==> src/rtl/data_input_if.sv <==
// Switch/read bus for the data_input port block: raw switches in, nibble read port out.
interface data_input_if;
  logic [15:0] Switch;
  logic        rd;
  logic [1:0]  PortID;
  logic [3:0]  Data;
  logic        DataValid;
  logic [3:0]  Changed;
  logic        Irq;

  modport master (
    output Switch, rd, PortID,
    input  Data, DataValid, Changed, Irq
  );

  modport slave (
    input  Switch, rd, PortID,
    output Data, DataValid, Changed, Irq
  );
endinterface

==> src/rtl/data_input.sv <==
// Board switch input port: sync, per-nibble debounce, nibble-addressed reads with change flags.
// Optional debounce counters are built when DATAINPUT_DEBOUNCE_EN is defined.
module data_input #(
  parameter int DEBOUNCE_CYCLES = 50000,
  parameter int CNT_W           = 16
) (
  input logic         clk,
  input logic         Reset,
  data_input_if.slave bus
);

  logic [15:0] sw_p0;
  logic [15:0] sw_p1;
  logic [15:0] stable;
  logic [3:0]  accept;
  logic [3:0]  data_p2;
  logic        vld_p2;
  logic [3:0]  changed;
  logic [3:0]  clr;

  // Stage p0/p1: two-flop synchroniser on the raw switch levels
  always_ff @(posedge clk) begin
    if (Reset) begin
      sw_p0 <= '0;
      sw_p1 <= '0;
    end else begin
      sw_p0 <= bus.Switch;
      sw_p1 <= sw_p0;
    end
  end

`ifdef DATAINPUT_DEBOUNCE_EN
  localparam logic [CNT_W-1:0] CNT_MAX = CNT_W'(DEBOUNCE_CYCLES - 1);

  logic [CNT_W-1:0] cnt [4];

  always_comb begin
    accept = '0;
    for (int n = 0; n < 4; n++)
      accept[n] = (sw_p1[n*4 +: 4] != stable[n*4 +: 4]) && (cnt[n] == CNT_MAX);
  end

  // Count compares against the stable value only, so a new non-stable value keeps the count.
  always_ff @(posedge clk) begin
    for (int n = 0; n < 4; n++) begin
      if (Reset)
        cnt[n] <= '0;
      else if ((sw_p1[n*4 +: 4] == stable[n*4 +: 4]) || accept[n])
        cnt[n] <= '0;
      else
        cnt[n] <= cnt[n] + 1'b1;
    end
  end
`else
  always_comb begin
    accept = '0;
    for (int n = 0; n < 4; n++)
      accept[n] = (sw_p1[n*4 +: 4] != stable[n*4 +: 4]);
  end
`endif

  always_ff @(posedge clk) begin
    if (Reset) begin
      stable <= '0;
    end else begin
      for (int n = 0; n < 4; n++)
        if (accept[n])
          stable[n*4 +: 4] <= sw_p1[n*4 +: 4];
    end
  end

  always_comb begin
    clr = '0;
    if (bus.rd)
      clr = 4'b0001 << bus.PortID;
  end

  // Stage p2: registered read result; a same-edge acceptance returns the old value
  // and its flag set beats the read's clear.
  always_ff @(posedge clk) begin
    if (Reset) begin
      data_p2 <= '0;
      vld_p2  <= 1'b0;
      changed <= '0;
    end else begin
      vld_p2  <= bus.rd;
      if (bus.rd)
        data_p2 <= stable[bus.PortID*4 +: 4];
      changed <= (changed & ~clr) | accept;
    end
  end

  assign bus.Data      = data_p2;
  assign bus.DataValid = vld_p2;
  assign bus.Changed   = changed;
  assign bus.Irq       = |changed;

endmodule

==> src/flat_wrapper.sv <==
// flat-port wrapper written by rule: the top's interface ports become plain ports
module data_input_flat 
#(
  parameter int DEBOUNCE_CYCLES = 50000,
  parameter int CNT_W           = 16
)
  (clk, Reset, bus_Switch, bus_rd, bus_PortID, bus_Data, bus_DataValid, bus_Changed, bus_Irq);
  data_input_if bus_i ();
  input logic clk;
  input logic Reset;
  input wire logic [$bits(bus_i.Switch)-1:0] bus_Switch;
  input wire logic [$bits(bus_i.rd)-1:0] bus_rd;
  input wire logic [$bits(bus_i.PortID)-1:0] bus_PortID;
  output wire logic [$bits(bus_i.Data)-1:0] bus_Data;
  output wire logic [$bits(bus_i.DataValid)-1:0] bus_DataValid;
  output wire logic [$bits(bus_i.Changed)-1:0] bus_Changed;
  output wire logic [$bits(bus_i.Irq)-1:0] bus_Irq;
  assign bus_i.Switch = bus_Switch;
  assign bus_i.rd = bus_rd;
  assign bus_i.PortID = bus_PortID;
  assign bus_Data = bus_i.Data;
  assign bus_DataValid = bus_i.DataValid;
  assign bus_Changed = bus_i.Changed;
  assign bus_Irq = bus_i.Irq;
  data_input #(.DEBOUNCE_CYCLES(DEBOUNCE_CYCLES), .CNT_W(CNT_W)) u_core (.clk(clk), .Reset(Reset), .bus(bus_i));
endmodule
==> config.mk <==
export PLATFORM = sky130hd
export DESIGN_NAME = data_input_flat
export DESIGN_NICKNAME = d
export VERILOG_FILES = /design/src/rtl/data_input_if.sv /design/src/rtl/data_input.sv /design/src/flat_wrapper.sv
export SDC_FILE = /design/constraint.sdc
export NUM_CORES = 1
export LEC_CHECK = 0
export ABC_CLOCK_PERIOD_IN_PS = 2000
export CAP_MARGIN = 15
export CORE_MARGIN = 2
export CORE_UTILIZATION = 55
export CTS_CLUSTER_DIAMETER = 50
export DETAILED_ROUTE_END_ITERATION = 16
export DONT_BUFFER_PORTS = 1
export PLACE_DENSITY = 0.78
export SLEW_MARGIN = 10
export SYNTH_ARGS = -nofsm -noshare
export SYNTH_HDL_FRONTEND = slang
export SYNTH_SLANG_ARGS = --single-unit
==> constraint.sdc <==
create_clock -name clk -period 2 [get_ports clk]
set_input_delay 0.2 -clock clk [delete_from_list [all_inputs] [get_ports clk]]
set_output_delay 0.2 -clock clk [all_outputs]
set_load 0.005 [all_outputs]
==> results of run 1 <==
[worst max-delay path by stage]
stage	slack [ns]	to	from	cells after the start
floorplan	0.91	u_core.bus.Data[2]	bus_PortID[0]	4
global placement	0.94	u_core.bus.Changed[2]	u_core.stable[8]	3
detailed placement	0.90	u_core.bus.Data[0]	u_core.stable[8]	3
CTS	0.52	bus_Irq	u_core.bus.Changed[2]	1
global route	0.49	bus_Irq	u_core.bus.Changed[1]	1
finish	0.54	bus_Irq	u_core.bus.Changed[2]	1
[sequential cells by signal (all words and copies together) (netlist names)]
signal and flops:
u_core.sw_p1 16, u_core.bus.Data 4, u_core.stable 16, u_core.bus.DataValid 1, u_core.sw_p0 16, u_core.bus.Changed 4
[cells by family (layout without fill, tap and decap cells)]
kind of cell / after synthesis / in the layout / share of synthesized area (%)
and+or+nand+nor: 60 / 60 / 19.50
DFF: 57 / 57 / 61.13
buffers and inverters: 9 / 34 / 2.346
AOI/OAI and AO/OA: 8 / 8 / 2.547
xor gates and xnor gates: 16 / 16 / 7.506
muxes: 8 / 8 / 6.971
[where the power goes]
group | total (uW) | switching, uW | internal (uW) | leakage, uW
sequential | 1210 | 27.7 | 1190 | 0.000469
combinational | 124 | 47.2 | 76.7 | 0.000369
clock | 1060 | 397 | 661 | 0.000103
total | 2400 | 472 | 1920 | 0.000941
[through the flow]
stage / power, uW / util (%) / worst slack, ns / cell area [sq um] / hold slack (ns)
3_3_place_gp: 1312 / 56.80 / 0.9447 / 1881 / 0.2760
2_1_floorplan: 1322 / - / 0.9098 / 1867 / 0.3282
3_5_place_dp: 1317 / 56.80 / 0.8999 / 1881 / 0.2762
6_report: 2395 / 68.18 / 0.5377 / 2257 / 0.03600
4_1_cts: 2415 / 68.18 / 0.5186 / 2257 / 0.02307
5_1_grt: 2491 / 68.18 / 0.4917 / 2257 / 0.03315
[routing by layer]
metal / up-vias / wire (um) / GRT usage (%)
li1: 553 / - / -
met1: 508 / 1177 / 17.65
met2: 37 / 1438 / 28.26
met3: 9 / 188 / 7.971
met4: 0 / 88 / 11.39
met5: - / 0 / 0
[final cells by class]
type	count	area share, %
tap	46	2.550
multi-input combinational	92	30.21
clock buffer	10	3.603
clock inverter	6	4.656
timing repair buffer	18	8.426
sequential	57	50.55
[worst register-to-register path, delay by kind of cell (launching register included)]
family	cells	cell delay, ns
multiplexers	2	0.60
flip-flops	1	0.34
AND/OR/NAND/NOR	1	0.06
[Yosys cell counts]
cell      number  area, sq um
o21ai_0        2        10.01
a31oi_1        2        12.51
a21oi_1        2        10.01
nand3_1        1        5.000
dfxtp_1       57         1141
or4_1          1        7.510
buf_1          1        3.750
nand3b_1       1        7.510
nor2b_1       49        306.5
nand2b_1       1        6.260
buf_6          1        11.26
buf_2          2        10.01
a211oi_1       2        15.01
xnor2_1        4        35.03
xor2_1        12        105.1
mux2i_1        4        40.04
nor2_1         4        15.01
mux4_2         4        90.09
nand2_1        1        3.750
clkbuf_1       5        18.77
nor4_1         2        12.51
[repair_timing]
item	in CTS	in global routing
hold buffers	18	0
buffers inserted	0	0
setup endpoints to repair	0	0
hold endpoints to repair	57	0
gates resized for setup	0	0
==> reports/metrics.cfg, run 1 <==
[synthesis]
synthesis.instances=158
syn_area_sq_um=1867
ys_seq_elements=57
ys_types=21
ys_warn_count=0
avgSynthCellArea_sq_um=11.82
ys_seq_area_share_pct=61.13
synth_fp_nets=179

[setup_path]
worstSetupPathType=register to output port
rr_endpoint=u_core.bus.Data[1]
worst_setup_path_start_kind=register
r2r_slack_ns=0.89
ff2ff_path_depth=3
critPathRequiredTime_ns=1.80
critPathBufInv=0
path_max_fanout=3
crit_family=simple AND/OR/NAND/NOR gates
endpoint_kind=output port
critPathSlowestCell=or4_1
arrival_ns=1.26
path_cells=or4_1
rr_startpoint=u_core.stable[1]
crit_path_max_incr_delay_ns=0.54

[final_layout]
fill_cells=265
layout_common_cells=dfxtp_1, nor2b_1, dlygate4sd3_1, xor2_1, clkbuf_4
antennaDiodeCount=0
multi_input_area_sq_um=681.9
stdcell_count=229
area_growth_pct=20.91
mostFrequentLayoutCell=dfxtp_1
nets=199
layout-drive-gt1-share_pct=11.48
ff_latch_area_sq_um=1141

[global_routing]
grt_usage_pct=17.24
grt_pass1_vias=1128
antenna_found_initial=0
grt_pass1_wl_mm=4.933
grt_max_degree=58
grt_overflow_total=0

[detailed_routing]
first_pass_iters=4
wl_per_cell_um=12.63
vias=1107
post_drt_via_cell_ratio=4.834
drt-total-wl_mm=2.892
drt-initial-drc-count=111
drc=0
ant_nets=0

[sta]
setup_tns_ns=0
drv_slew=0
clock_skew_ns=0.01673
grt_setup_unrepaired=false
setup_viol=0
post-route-period-util_pct=73.11
worstMarginPinSlew_ns=0.3774
fmax_mhz=683.9
final_hold_viol_count=0
period_needed_ns=1.462
relSlewSlack_pct=74.61

[job]
cap_violations=0

[clock_tree]
clk_path_buf_depth=2
cts_num_sinks=57
cts_buffers=9
ctsHtreeMaxLevel=3
worstSkewPairLatency_ns=0.38
cts-root-buf=clkbuf_4
cts_tree=built
path_clk_slew_ns=0.10

[floorplan]
io_pins=31
die_h_um=62.26
die_w_um=62.26
coreArea_sq_um=3311
rows=21
die_area_sq_um=3876
initial_core_util_pct=56.39

[placement]
place_hpwl_mm=1.791
dp.cells=195
gpl.final_weighted_congestion=0.8479
io_buffers=0

[run_status]
status=complete, no violations

[power_and_ir_drop]
leakage_uw=0.0009413
vdd_drop_max_v=0.0006165
power.density_nw_per_um2=1061

[hold_path]
hold_class=primary input to register
hold-path-endpoint=u_core.bus.Changed[0]
hp-start=bus_PortID[0]
min_path_cells=2

Power figures use the tool's default switching activity.
==> inputs of run 2 (changes only) <==
- ABC_CLOCK_PERIOD_IN_PS: 2000 -> 1500
- clock period: 2 -> 1.5 ns (I/O delays scaled with it)
==> run 2 against run 1 <==
- power is 9.7% higher
- combinational power is 33% higher
- register-to-register slack worse by 0.50 ns
- non-clock buffer count is 1 higher
- design area is 3.4% lower
- utilization is 2.3 points lower
- first-iteration DRC count is 56% lower
- count of clock-buffer cells in the layout is 5 higher
- critical path type unchanged
- critical endpoint unchanged
- largest cell class unchanged
- largest power group unchanged
- highest routed layer unchanged
==> reports/metrics.cfg, run 2 (same netlist as run 1, synthesis figures left out) <==
[clock_tree]
cts-root-buf=clkbuf_4
clk_path_buf_depth=2  ; unchanged
worstSkewPairLatency_ns=0.38  ; about the same
ctsResizeCount=0  ; unchanged
cts_tree=built
path_clk_slew_ns=0.08  ; -0.02 ns
cts_num_sinks=57  ; unchanged
cts_buffers=9  ; unchanged
ctsHtreeMaxLevel=3  ; unchanged

[final_layout]
mostFrequentLayoutCell=dfxtp_1
stdcell_count=229  ; unchanged
reg_top3=u_core.stable: 16 flops, u_core.sw_p0: 16 flops, u_core.sw_p1: 16 flops
nets=200  ; +0.50%
area_growth_pct=16.82
antennaDiodeCount=0  ; unchanged
layout-drive-gt1-share_pct=8.197  ; -3.3 points
final_area_sq_um=2181  ; -3.4%
layout_common_cells=dfxtp_1, nor2b_1, dlygate4sd3_1, xor2_1, clkbuf_4

[power_and_ir_drop]
vdd_drop_max_v=0.0006342  ; +2.9%
leakage_uw=0.0008972  ; -4.7%
power.density_nw_per_um2=1204  ; +13%

[setup_path]
r2r_slack_ns=0.39  ; -0.50 ns
critPathBufInv=0  ; unchanged
critPathRequiredTime_ns=1.35  ; -0.45 ns
crit_family=simple AND/OR/NAND/NOR gates
crit_path_max_incr_delay_ns=0.53  ; about the same
endpoint_kind=output port
path_cells=or4_1
arrival_ns=1.25  ; about the same
worstSetupPathType=register to output port
critPathSlowestCell=or4_1
worst_setup_path_start_kind=register
path_max_fanout=3  ; unchanged

[detailed_routing]
wl_per_cell_um=11.93  ; -5.6%
vias=1063  ; -4.0%
first_pass_iters=2  ; -2
drt-initial-drc-count=49  ; -56%
drc=0  ; unchanged
ant_nets=0  ; unchanged
post_drt_via_cell_ratio=4.642  ; -4.0%
drt-total-wl_mm=2.731  ; -5.6%

[global_routing]
grt_pass1_wl_mm=4.554  ; -7.7%
grt_pass1_vias=1020  ; -9.6%
grt_overflow_total=0  ; unchanged
grt_usage_pct=15.99  ; -1.2 points
grt_max_degree=58  ; unchanged
antenna_found_initial=0  ; unchanged

[sta]
drv_slew=0  ; unchanged
clock_skew_ns=0.01137  ; -0.005361 ns
setup_viol=0  ; unchanged
grt_setup_unrepaired=false
fin_ws_ns=0.1046  ; -0.4331 ns
final_hold_viol_count=0  ; unchanged
relSlewSlack_pct=76.90  ; +2.3 points
fmax_mhz=716.7
setup_tns_ns=0  ; unchanged
period_needed_ns=1.395
worstMarginPinSlew_ns=0.3433  ; -0.03414 ns
post-route-period-util_pct=93.02

[floorplan]
rows=21  ; unchanged
io_pins=31  ; unchanged
coreArea_sq_um=3311  ; unchanged
die_area_sq_um=3876  ; unchanged
die_h_um=62.26  ; unchanged
die_w_um=62.26  ; unchanged
initial_core_util_pct=56.39  ; unchanged

[placement]
gpl.final_weighted_congestion=0.7720  ; -9.0%
io_buffers=0  ; unchanged
place_hpwl_mm=1.713  ; -4.4%
dpl_cell_area_sq_um=1881  ; unchanged
pre_cts_ws_ns=0.4115  ; -0.4884 ns
dp.cells=195  ; unchanged

[job]
cap_violations=0  ; unchanged

[hold_path]
hold_class=primary input to register

[run_status]
status=complete, no violations

run 2: timing repair:
action	4_1_cts	5_1_grt
hold buffers	19	0
setup buffers	0	0
setup endpoints to repair	0	0
endpoints found under the hold margin	57	0
run 2: area by class of cell:
type / count / area, sq um
clock buffers: 15 / 100.1
fillers: 283 / 1130
multi-input cells: 92 / 681.9
flip-flops and latches: 57 / 1141
well taps: 46 / 57.56
repair buffers: 19 / 200.2
run 2: path summary, 6_finish.rpt:
path / from / endpoint / cells after the start
hold / removal: bus_rd / u_core.bus.Changed[0] / 3
hold reg to reg: u_core.sw_p0[5] / u_core.sw_p1[5] / 1
setup reg to reg: u_core.stable[8] / u_core.bus.Changed[2] / 3
setup / recovery: u_core.bus.Changed[1] / bus_Irq / 1
run 2: layer usage:
metal,vias up,part of all wire (%),track usage (%)
met5,-,0,0
met4,0,2.6,11.67
met3,9,7.0,7.790
met2,34,47,25.41
met1,469,43,16.35
li1,551,-,-
run 2: per-stage QoR:
step                      hold WS (ns)  total power [uW]  utilization [%]
final                          0.03247              2626            65.87
after global placement          0.2255              1749            56.80
after CTS                      0.01375              2646            65.87
after floorplan                 0.2782              1763                -
after detailed placement        0.2263              1754            56.80
after global routing           0.01052              2761            65.87
run 2: power by group:
part / total (uW) / leakage [uW] / switching (uW) / internal [uW]
Clock: 845 / 0.0000545 / 461 / 383
Combinational: 165 / 0.000373 / 61.1 / 104
Sequential: 1620 / 0.000469 / 36.9 / 1580
Total: 2630 / 0.000897 / 559 / 2070
